### config.mk
export PLATFORM = sky130hd
export DESIGN_NAME = proj_ctrl
export DESIGN_NICKNAME = d
export VERILOG_FILES = /design/src/rtl/proj_ctrl.sv
export SDC_FILE = /design/constraint.sdc
export NUM_CORES = 1
export LEC_CHECK = 0
export CAP_MARGIN = 20
export CORE_MARGIN = 2
export CORE_UTILIZATION = 50
export DETAILED_ROUTE_END_ITERATION = 7
export PLACE_DENSITY_LB_ADDON = 0.2
export RECOVER_POWER = 100
export SLEW_MARGIN = 20
export SYNTH_ARGS = -nofsm -noshare
export SYNTH_HDL_FRONTEND = slang
export SYNTH_SLANG_ARGS = --single-unit
### constraint.sdc
create_clock -name clk -period 2.68 [get_ports clk]
set_input_delay 0.268 -clock clk [delete_from_list [all_inputs] [get_ports clk]]
set_output_delay 0.268 -clock clk [all_outputs]
set_load 0.01 [all_outputs]
### src/rtl/proj_ctrl.sv
// proj_ctrl: run sequencer for a bank of L FIFO test lanes.
//
// Holds the lanes in reset while idle. On start it resets them for RSTCYC
// cycles, releases them for a RUNCYC run window and a DRAINCYC drain window
// while folding every lane's error counter into sticky flags, then reports
// a per-lane fail mask and an overall pass flag.
//
// Ports:
//   clk      in   clock (also the lanes' checker clock)
//   rst      in   synchronous active-high reset
//   start    in   begin a run (sampled only in IDLE)
//   stop     in   end looping (only with PROJ_CTRL_LOOP_EN)
//   errcntr  in   L*EW lane error counters, lane i at [i*EW +: EW]
//   lanerst  out  reset to all lanes
//   busy     out  high in every state except IDLE
//   done     out  one-cycle pulse when a run completes
//   pass     out  ~|failmask, registered
//   failmask out  per-lane fail flags, updated in CHECK
//   runcnt   out  completed runs, wraps at 255
//
// Build option: define PROJ_CTRL_LOOP_EN to loop DONE -> RST until stop is
// seen in a DONE cycle; sticky flags then accumulate across iterations.

module proj_ctrl #(
    parameter int unsigned L        = 2,
    parameter int unsigned EW       = 8,
    parameter int unsigned TW       = 16,
    parameter int unsigned RSTCYC   = 4,
    parameter int unsigned RUNCYC   = 256,
    parameter int unsigned DRAINCYC = 16
) (
    input  logic            clk,
    input  logic            rst,
    input  logic            start,
    input  logic            stop,
    input  logic [L*EW-1:0] errcntr,
    output logic            lanerst,
    output logic            busy,
    output logic            done,
    output logic            pass,
    output logic [L-1:0]    failmask,
    output logic [7:0]      runcnt
);

    typedef enum logic [2:0] {
        S_IDLE,
        S_RST,
        S_RUN,
        S_DRAIN,
        S_CHECK,
        S_DONE
    } state_e;

    localparam logic [TW-1:0] RST_LOAD   = TW'(RSTCYC - 1);
    localparam logic [TW-1:0] RUN_LOAD   = TW'(RUNCYC - 1);
    localparam logic [TW-1:0] DRAIN_LOAD = TW'(DRAINCYC - 1);

    state_e        state_q, state_d;
    logic [TW-1:0] timer_q, timer_d;
    logic [L-1:0]  sticky_q, sticky_d;
    logic [L-1:0]  failmask_q, failmask_d;
    logic          pass_q, pass_d;
    logic [7:0]    runcnt_q, runcnt_d;
    logic [L-1:0]  lane_nz;

    always_comb begin
        lane_nz = '0;
        for (int unsigned i = 0; i < L; i++) begin
            lane_nz[i] = |errcntr[i*EW +: EW];
        end
    end

    always_ff @(posedge clk) begin
        if (rst) begin
            state_q    <= S_IDLE;
            timer_q    <= '0;
            sticky_q   <= '0;
            failmask_q <= '0;
            pass_q     <= 1'b1;
            runcnt_q   <= '0;
        end else begin
            state_q    <= state_d;
            timer_q    <= timer_d;
            sticky_q   <= sticky_d;
            failmask_q <= failmask_d;
            pass_q     <= pass_d;
            runcnt_q   <= runcnt_d;
        end
    end

    always_comb begin
        state_d    = state_q;
        timer_d    = (timer_q != '0) ? timer_q - 1'b1 : timer_q;
        sticky_d   = sticky_q;
        failmask_d = failmask_q;
        pass_d     = pass_q;
        runcnt_d   = runcnt_q;
        lanerst    = 1'b1;
        busy       = 1'b1;
        done       = 1'b0;

        unique case (state_q)
            S_IDLE: begin
                busy = 1'b0;
                if (start) begin
                    state_d  = S_RST;
                    timer_d  = RST_LOAD;
                    sticky_d = '0;
                end
            end
            S_RST: begin
                if (timer_q == '0) begin
                    state_d = S_RUN;
                    timer_d = RUN_LOAD;
                end
            end
            S_RUN: begin
                lanerst  = 1'b0;
                sticky_d = sticky_q | lane_nz;
                if (timer_q == '0) begin
                    state_d = S_DRAIN;
                    timer_d = DRAIN_LOAD;
                end
            end
            S_DRAIN: begin
                lanerst  = 1'b0;
                sticky_d = sticky_q | lane_nz;
                if (timer_q == '0) begin
                    state_d = S_CHECK;
                end
            end
            S_CHECK: begin
                // Live counters are folded in here too, so an error landing
                // in the last drain cycle's counter output is not lost.
                failmask_d = sticky_q | lane_nz;
                pass_d     = ~|(sticky_q | lane_nz);
                state_d    = S_DONE;
            end
            S_DONE: begin
                done     = 1'b1;
                runcnt_d = runcnt_q + 8'd1;
`ifdef PROJ_CTRL_LOOP_EN
                if (stop) begin
                    state_d = S_IDLE;
                end else begin
                    state_d = S_RST;
                    timer_d = RST_LOAD;
                end
`else
                state_d = S_IDLE;
`endif
            end
            default: begin
                state_d = S_IDLE;
            end
        endcase
    end

    assign pass     = pass_q;
    assign failmask = failmask_q;
    assign runcnt   = runcnt_q;

endmodule

==> results.py <==
metrics = {
    "status": {
        "status": "finished, final reports clean",
    },
    "yosys": {
        "synthAdderAreaFrac_pct": 2.335,
        "ys_warn_count": 0,
        "synth_mux_area_share_pct": 1.868,
        "yosys_register_bits": 32,
        "synth_area_sq_mm": 0.001608,
        "yosysSeqAreaShare_pct": 39.84,
        "synth-async-reset-ratio_pct": 0,
        "synth_top_family_by_area": "simple AND/OR/NAND/NOR gates",
        "ys_types": 40,
        "synth_xor_area_share_pct": 4.358,
        "synth_compound_area_share_pct": 18.13,
        "ys.flop_type": "dfxtp_1",
        "synth_edf_count": 0,
        "synth_area_per_cell_sq_um": 8.288,
        "synth_simple_gate_area_share_pct": 29.96,
        "syn_nets": 217,
        "synthCells": 194,
    },
    "critical_path": {
        "r2r_cells": 7,
        "startpoint_type": "register",
        "r2r_start": "timer_q[0]$_SDFF_PP0_",
        "r2r_end": "state_q[1]$_SDFFE_PP0P_",
        "worstPathRequired_ns": 2.93,
        "path_class": "reg2reg",
        "ff2ff_setup_slack_ns": 0.29,
        "cp_data_arrival_time_ns": 2.64,
        "path_max_fanout": 15,
        "cp-end-kind": "register",
    },
    "die": {
        "io_pins": 34,
        "start_util_pct": 52.66,
        "coreArea_sq_mm": 0.003053,
        "die-area_sq_mm": 0.003685,
        "fp.dieH_um": 60.71,
        "rows": 20,
        "die_w_um": 60.71,
    },
    "cts": {
        "cts_tree": "done",
        "htreeDepth": 2,
        "cts_hold_buf": 0,
        "clock_path_buffers": 2,
        "clock_insertion_delay_worst_skew_ns": 0.34,
        "clk_pin_slew_worst_paths_ns": 0.11,
        "cts-resized-gates": 0,
        "clkSinkCount": 32,
        "cts_setup_buffers": 0,
        "cts_root_buffer": "clkbuf_4",
        "numCtsBuffers": 5,
    },
    "global_routing": {
        "grt_pass1_vias": 1367,
        "grt_use_total_pct": 20.67,
        "antenna_found_initial": 0,
        "grt_max_degree": 21,
        "grt_pass1_wl_um": 5775,
        "grt_overflow_total": 0,
    },
    "sta": {
        "slew_headroom_pct": 57.12,
        "rsz0062_at_grt": "no",
        "finalSetupTns_ns": 0,
        "min_period_over_period_pct": 89.22,
        "fmax_mhz": 418.2,
        "worst_pin_slew_ns": 0.6432,
        "setup_viol_count_final": 0,
        "holdWs_ns": 0.4736,
        "min_period_ns": 2.391,
        "drv_slew": 0,
        "skew_ns": 0.01732,
        "hold_viol": 0,
    },
    "routing": {
        "drc": 0,
        "wl_per_cell_um": 12.25,
        "via_per_inst": 5.529,
        "routed_wl_um": 3380,
        "vias": 1526,
        "dr.pass1.iters": 4,
        "drt-initial-drc-count": 73,
        "final_antenna_net_count": 0,
    },
    "worst_hold_path": {
        "hold_path.class": "reg2reg",
        "min_to": "pass$_SDFFE_PP1P_",
        "hp-start": "pass$_SDFFE_PP1P_",
        "min_path_cells": 2,
    },
    "pwr": {
        "p_per_area_mw_per_mm2": 1033,
        "p_seq_share_pct": 33.1,
        "power_switching_uw": 878.6,
        "peakVddDrop_v": 0.0004513,
        "p_leak_nw": 0.7699,
        "clock_power_share_pct": 17.4,
        "total_power_mw": 2.125,
        "switching_share_pct": 41.34,
        "p_int_mw": 1.247,
        "comb_power_share_pct": 49.5,
    },
    "flow_run": {
        "max-cap-violations": 0,
    },
    "placement": {
        "place_congestion": 0.8230,
        "port_buffers": 32,
        "dp_hpwl_um": 2446,
    },
    "layout": {
        "antenna_cells": 0,
        "finalNetCount": 254,
        "drive_above_1_share_pct": 5.603,
        "final_common_cell": "dfxtp_1",
        "layout_common_cells": "dfxtp_1, nor2_1, clkdlybuf4s50_1, dlygate4sd3_1, a21oi_1",
        "utilization_pct": 67.38,
        "syn_to_final_growth_pct": 27.94,
    },
}
==> per-layer routing <==
metal / track usage, % / vias to the layer above / wire, um
li1: - / 793 / -
met1: 26.42 / 680 / 1580
met2: 32.57 / 42 / 1558
met3: 6.610 / 11 / 177
met4: 8.075 / 0 / 64
met5: 0 / - / 0
==> registers in the layout, summed over array words and instances (netlist names) <==
name and flops:
pass 1, state_q 3, runcnt 8, failmask 2, timer_q 16, sticky_q 2
==> layout make-up <==
class                      count  area, sq um
inverter                       9        33.78
fill                         284        996.0
clock buffer                   6        41.29
clock inverter                 2        35.03
timing repair buffer          36        346.6
sequential                    32        640.6
multi-input combinational    147        904.6
tap                           44        55.05
==> power groups by stage <==
| stage | Combinational, mW | Sequential [mW] | Clock (mW) |
|---|---|---|---|
| 4_1_cts | 1.08 | 0.704 | 0.375 |
| 3_3_place_gp | 1.05 | 0.706 | 0 |
| 6_report | 1.05 | 0.703 | 0.370 |
| 5_1_grt | 1.19 | 0.723 | 0.397 |
| 3_5_place_dp | 1.07 | 0.716 | 0 |
| 2_1_floorplan | 0.849 | 0.667 | 0 |
==> through the flow <==
step / instances / instance area [sq um] / worst slack, ns
after floorplan: 194 / 1608 / 0.7156
after global placement: 268 / 1991 / 0.7011
after detailed placement: 268 / 1991 / 0.6495
after CTS: 276 / 2067 / 0.3841
after global routing: 276 / 2057 / 0.1045
final: 276 / 2057 / 0.2888
==> how the worst max path moves through the flow <==
stage,start,end,slack (ns)
after floorplan,timer_q[0]$_SDFF_PP0_,timer_q[0]$_SDFF_PP0_,0.72
after global placement,timer_q[1]$_SDFF_PP0_,timer_q[12]$_SDFF_PP0_,0.70
after detailed placement,timer_q[0]$_SDFF_PP0_,timer_q[12]$_SDFF_PP0_,0.65
after CTS,state_q[2]$_SDFFE_PP0P_,done,0.38
after global routing,timer_q[0]$_SDFF_PP0_,timer_q[4]$_SDFF_PP0_,0.10
final,timer_q[0]$_SDFF_PP0_,state_q[1]$_SDFFE_PP0P_,0.29
==> cells by family after synthesis <==
logic type / Yosys count
buf+inv: 15
fa+ha+maj: 3
compound gates: 47
simple gates: 86
mux: 3
xor+xnor: 8
flops: 32
==> Yosys cell counts, types with 5 or more instances <==
cell type | n | area, sq um
nor3_1 | 12 | 60.06
nand4_1 | 5 | 31.28
o21ai_1 | 5 | 25.02
inv_1 | 9 | 33.78
a31oi_1 | 5 | 31.28
or3_1 | 10 | 62.56
or4_1 | 6 | 45.04
nor2_1 | 17 | 63.81
dfxtp_1 | 32 | 640.6
a21oi_1 | 15 | 75.07
clkbuf_1 | 6 | 22.52
o21ai_0 | 7 | 35.03
nand2_1 | 11 | 41.29
xnor2_1 | 5 | 43.79
==> critical path: stages, from the launching register on <==
cell and delay, ns:
dfxtp_1 0.36, inv_1 0.08, ha_1 0.26, nor4b_1 0.52
nand4_1 0.14, clkbuf_1 0.33, or3_1 0.39, a211oi_1 0.21
Power figures use the tool's default switching activity.
